## src/rtl/mem_addr_seq.sv

```systemverilog
// Memory-address source selector with an exception-vector fetch sequencer (IDLE -> VEC -> CAP).
// Optional: define MEM_ADDR_SEQ_PENDING_EN to latch exception requests that arrive while busy.
module mem_addr_seq #(
  parameter int ADDR_W   = 32,
  parameter int NSRC     = 3,
  parameter int NEXC     = 3,
  parameter int VEC_BASE = 253,
  parameter int MEM_LAT  = 1,
  localparam int SW = (NSRC > 1) ? $clog2(NSRC) : 1,
  localparam int CW = (NEXC > 1) ? $clog2(NEXC) : 1
) (
  input  logic                   clk,
  input  logic                   reset,
  input  logic [SW-1:0]          src_sel,
  input  logic [NSRC*ADDR_W-1:0] src_addr,
  input  logic [NEXC-1:0]        exc_req,
  input  logic [7:0]             mem_data_in,
  output logic [ADDR_W-1:0]      addr_out,
  output logic                   exc_busy,
  output logic                   exc_ack,
  output logic [CW-1:0]          exc_cause,
  output logic [ADDR_W-1:0]      vec_pc,
  output logic                   vec_valid
);

  localparam int LW = (MEM_LAT > 1) ? $clog2(MEM_LAT) : 1;

  typedef enum logic [1:0] {
    IDLE,
    VEC,
    CAP
  } state_t;

  state_t          state;
  logic [LW-1:0]   cnt;
  logic [NEXC-1:0] req_eff;
  logic [CW-1:0]   win;

`ifdef MEM_ADDR_SEQ_PENDING_EN
  logic [NEXC-1:0] pend;
  logic [NEXC-1:0] win_mask;

  assign req_eff  = exc_req | pend;
  assign win_mask = NEXC'(1) << win;

  // Requests seen while busy are remembered; the accepted cause is dropped at acceptance.
  always_ff @(posedge clk or negedge reset) begin
    if (!reset) begin
      pend <= '0;
    end else if (state == IDLE) begin
      if (|req_eff) pend <= req_eff & ~win_mask;
    end else begin
      pend <= pend | exc_req;
    end
  end
`else
  assign req_eff = exc_req;
`endif

  // Descending scan so the lowest set index is the last (winning) assignment.
  always_comb begin
    win = '0;
    for (int unsigned i = NEXC; i > 0; i--) begin
      if (req_eff[i-1]) win = CW'(i - 1);
    end
  end

  always_comb begin
    addr_out = '0;
    if (state == IDLE) begin
      for (int unsigned i = 0; i < NSRC; i++) begin
        if (src_sel == SW'(i)) addr_out = src_addr[i*ADDR_W +: ADDR_W];
      end
    end else begin
      addr_out = ADDR_W'(VEC_BASE) + ADDR_W'(exc_cause);
    end
  end

  assign exc_busy = (state != IDLE);

  always_ff @(posedge clk or negedge reset) begin
    if (!reset) begin
      state     <= IDLE;
      cnt       <= '0;
      exc_ack   <= 1'b0;
      vec_valid <= 1'b0;
      exc_cause <= '0;
      vec_pc    <= '0;
    end else begin
      exc_ack   <= 1'b0;
      vec_valid <= 1'b0;
      case (state)
        IDLE: begin
          if (|req_eff) begin
            state     <= VEC;
            exc_cause <= win;
            exc_ack   <= 1'b1;
            cnt       <= LW'(MEM_LAT - 1);
          end
        end
        VEC: begin
          if (cnt != '0) cnt <= cnt - 1'b1;
          else           state <= CAP;
        end
        CAP: begin
          vec_pc    <= ADDR_W'(mem_data_in);
          vec_valid <= 1'b1;
          state     <= IDLE;
        end
        default: state <= IDLE;
      endcase
    end
  end

endmodule

```

## config.mk

```make
export PLATFORM = sky130hd
export DESIGN_NAME = mem_addr_seq
export DESIGN_NICKNAME = d
export VERILOG_FILES = /design/src/rtl/mem_addr_seq.sv
export SDC_FILE = /design/constraint.sdc
export NUM_CORES = 1
export LEC_CHECK = 0
export BUFFER_PORTS_ARGS = -buffer_cell sky130_fd_sc_hd__buf_2
export CORE_MARGIN = 4
export CORE_UTILIZATION = 35
export DETAILED_ROUTE_END_ITERATION = 8
export PLACE_DENSITY = 0.87
export SLEW_MARGIN = 10
export SYNTH_ARGS = -nofsm -noshare
export SYNTH_HDL_FRONTEND = slang
export SYNTH_SLANG_ARGS = --single-unit
```

## constraint.sdc

```tcl
create_clock -name clk -period 1.5 [get_ports clk]
set_clock_uncertainty 0.05 [all_clocks]
set_input_delay 0.15 -clock clk [delete_from_list [all_inputs] [get_ports clk]]
set_output_delay 0.15 -clock clk [all_outputs]
set_load 0.01 [all_outputs]
```

Word level (Yosys, flattened, before mapping)

Cells that the tools add are included.

$add $sub $neg: 2
$mul: 0
Div/mod/pow operators: 0
Order comparisons: 0
Equality and inequality tests: 6
Shift-type cells: 0
Mux-type cells: 16
Bitwise logic cells: 0
Reduce and logical (&&, ||, !) cells: 8

Operators by type and width:

| kind                  | count |
|---|---|
| $mux W32              | 4 |
| $mux W2               | 5 |
| $add A8 B2 Y9 const A | 1 |
| $reduce_and A2 Y1     | 3 |
| $mux W1               | 5 |
| $eq A2 B1 Y1 const B  | 2 |
| $eq A2 B2 Y1 const B  | 2 |
| $logic_not A2 Y1      | 2 |
| $pmux W2 S2           | 1 |
| $reduce_bool A2 Y1    | 2 |
| $reduce_or A3 Y1      | 1 |
| $ne A2 B1 Y1 const B  | 1 |
| $ne A2 B2 Y1 const B  | 1 |
| $pmux W1 S2           | 1 |
| $sub A1 B1 Y1 const B | 1 |

Register bits: 15
Bits in latches: 0
Memory bits (writable): 0
Bits in read-only memories: 0
Bits of input ports: 111
Memories: 0

Depth between registers and ports, before layout

Word-level depth: 5
Gate-level depth with buffers: 5
Gate-level depth less buffers: 4

Least setup slack after synthesis

No wires, ideal clock.

Path type: reg-to-output
From: register state[1]
To: output addr_out[2]
Arrival: 1.148 ns
Data required time: 1.300 ns
Slack: 0.152 ns
Cell stages (with the launch flop): 6
Cell sequence: dfrtp_1 -> nor2_4 -> inv_2 -> and2_0 -> clkbuf_1 -> a21oi_1

Word-level cells in the longest chain between the ends: 2

Ends and longest elaborated chain:

| element                  | RTL line | RTL |
|---|---|---|
| start: declaration       | 34       | `state_t state;` |
| start signal: assignment | 83       | `state <= IDLE;` |
| start signal: assignment | 95       | `state <= VEC;` |
| start signal: assignment | 103      | `else state <= CAP;` |
| $logic_not A2 Y1         | 70       | `if (state == IDLE) begin` |
| $mux W32                 | 70       |  |
| end: declaration         | 18       | `output logic [ADDR_W-1:0] addr_out,` |

No other way between the ends.

Final worst setup path

From: register state[0]
To: output addr_out[4]

The elaborated chain is that of the path after synthesis.

==> metrics.yaml <==
sta:
  hold_viol_final: 0
  post-route-min-period_ns: 1.539
  holdWs_ns: 0.09541
  fin_tns_setup_ns: -0.1527
  setup_ws_ns: -0.03893
  finalCritPeriodShare: 1.026
  setup_violations: 7
  clock.fmax_mhz: 649.8
  drv_slew: 0
  rsz0062_at_grt: "yes"
die:
  start_util: 0.3722
  die_w_um: 76.98
  die_y_um: 76.98
  io_pins: 180
  fp-row-count: 24
  die_area_um2: 5926
  core_area_um2: 4474
job:
  cap_violations: 0
detailed_routing:
  post-route-drc-count: 0
  drt_iter0_drc: 22
  firstDrtPassIters: 4
  finalWirelength_mm: 5.820
  num_vias: 1998
  wl_per_cell_um: 14.02
  ant_nets: 0
  detail_route.vias_per_cell: 4.814
setup_path:
  crit_chain: "nor2_4 > inv_4 > buf_12 > a21oi_2 > a21oi_1 > buf_2"
  slowest_stage: "dfrtp_1"
  critPathMaxFanout: 15
  arrival_ns: 1.34
  slowest_delay_ns: 0.41
  critPathRequiredTime_ns: 1.30
  path_buf_inv: 3
  start_kind: "flip-flop"
  crit_family: "flip-flops"
  critPathCaptureType: "primary output"
  critPathKind: "flip-flop to primary output"
synth:
  ys_warn_count: 0
  synth-seq-area-share: 0.2104
  postSynthAreaPerCell_um2: 7.893
  yosysMostFrequentCell: "a21oi_1"
  netlist_instances: 211
  synth_edf_count: 0
  ys.flop_type: "dfrtp_1"
  synthTopCellsByCount: "a21oi_1 (39), mux2i_1 (32), nand2_1 (25)"
  synthTopCellsByArea: "dfrtp_1 (21%), mux2i_1 (19%), a21oi_1 (12%)"
  synth_top_area_frac: 0.2104
  synth_seq_cells: 14
  synth_cell_type_count: 27
  synthArstFlopShare: 1.000
  post-synth-top-area-cell: "dfrtp_1"
  syn_area_um2: 1665
grt:
  antenna_found_initial: 0
  grt_max_degree: 31
  track_usage: 0.1752
  grt_pass1_vias: 1942
  gr-total-overflow: 0
  grt_pass1_wl_mm: 8.811
final_layout:
  fill_cells: 398
  multi_input_area_um2: 1205
  final_nets: 477
  seq_area_um2: 350.3
  insertedDiodeCount: 0
  synthToLayoutAreaGrowth_pct: 55.82
  final_util: 0.5800
  final_cell_area_um2: 2595
  drive_above_1_share: 0.5647
clocking:
  cts_tree: "done"
  cts.sinks: 14
  htree_levels: 1
  cts.clk_slew.worst_paths_ns: 0.05
  numCtsBuffers: 3
  clk_latency_ns: 0.23
  ctsLongestPathBuffers: 2
  cts_root_buf: "clkbuf_8"
power:
  finalPower_mw: 3.377
  ir_worst_vdd_v: 0.001372
  power_density_nw_per_um2: 1301
  p_leak_nw: 1.398
placed_design:
  place.gp.congestion: 0.8025
  port_buffers: 155
  dpl_cell_area_um2: 2392
  place_hpwl_mm: 4.625
min_path:
  hp-class: "primary input to flip-flop"
outcome:
  status: "finished, violations left"
  failed_checks: "negative setup slack"
-- placed cells by master, fill, tap and decap left out, drive strengths merged, types with 2 or more instances in the layout --
| cell type | instances |
|---|---|
| buf | 165 |
| a21oi | 39 |
| mux2i | 32 |
| or2 | 30 |
| nand2 | 25 |
| conb | 24 |
| dfrtp | 14 |
| nor2 | 9 |
| mux2 | 8 |
| clkbuf | 3 |
| o21ai | 2 |
| nor2b | 2 |
| inv | 2 |
-- repair_timing --
action / 4_1_cts / 5_1_grt
hold endpoints to repair: 14 / 0
setup buffers: 1 / 0
resized for setup: 7 / 29
hold buffers: 1 / 0
pin swaps: 0 / 1
setup endpoints to repair: 15 / 31
-- kinds of logic after synthesis --
group / Yosys count / synth area share
mux: 40 / 0.2464
simple gates: 69 / 0.2134
buf+inv: 42 / 0.1803
fa+ha+maj: 1 / 0.007512
compound gates: 44 / 0.1397
other cells: 1 / 0.002252
flops: 14 / 0.2104
-- flip-flops by register name, indices dropped and copies added (netlist names) --
name       flops
vec_pc         8
state          2
vec_valid      1
exc_cause      2
exc_ack        1
-- layer usage --
metal | up-vias | track usage | wire length, um
met5 | - | 0 | 0
met4 | 0 | 0.02847 | 74
met3 | 10 | 0.03279 | 469
li1 | 967 | - | -
met2 | 105 | 0.3328 | 3065
met1 | 916 | 0.2056 | 2210
-- where the power goes --
| part | internal [mW] | total [mW] | switching, mW |
|---|---|---|---|
| clock network | 0.176 | 0.287 | 0.111 |
| registers | 0.569 | 0.679 | 0.109 |
| logic | 1.14 | 2.41 | 1.27 |
-- final timing paths --
check,startpoint,to,slack (ns),cells past startpoint
min in group asynchronous,reset,vec_pc[0],0.29,2
min reg2reg,vec_pc[6],vec_pc[6],0.45,1
max,state[0],addr_out[4],-0.04,6
max in group asynchronous,reset,vec_pc[6],0.88,2
min,mem_data_in[2],vec_pc[2],0.1,2
max reg2reg,state[1],vec_pc[5],0.17,4
-- area by class of cell --
class,instances,share of cell area
Inverter,2,0.003857
Clock buffer,3,0.01591
Sequential cell,14,0.1350
Timing Repair Buffer,166,0.3558
Tap cell,52,0.02507
Multi-Input combinational cell,178,0.4643
-- metrics by stage --
stage                     cells  setup slack (ns)
after floorplan             234            0.1524
after global placement      410           0.09535
after detailed placement    410           0.08824
after CTS                   415          -0.01312
after global routing        415           -0.1058
final                       415          -0.03893
-- worst register-to-register path, cell delays in order (launching register included) --
cell and delay (ns):
dfrtp_1 0.39, buf_4 0.13, nor2b_1 0.12, buf_4 0.18, mux2_2 0.35
Note: power is estimated with default switching activity, not from simulation.
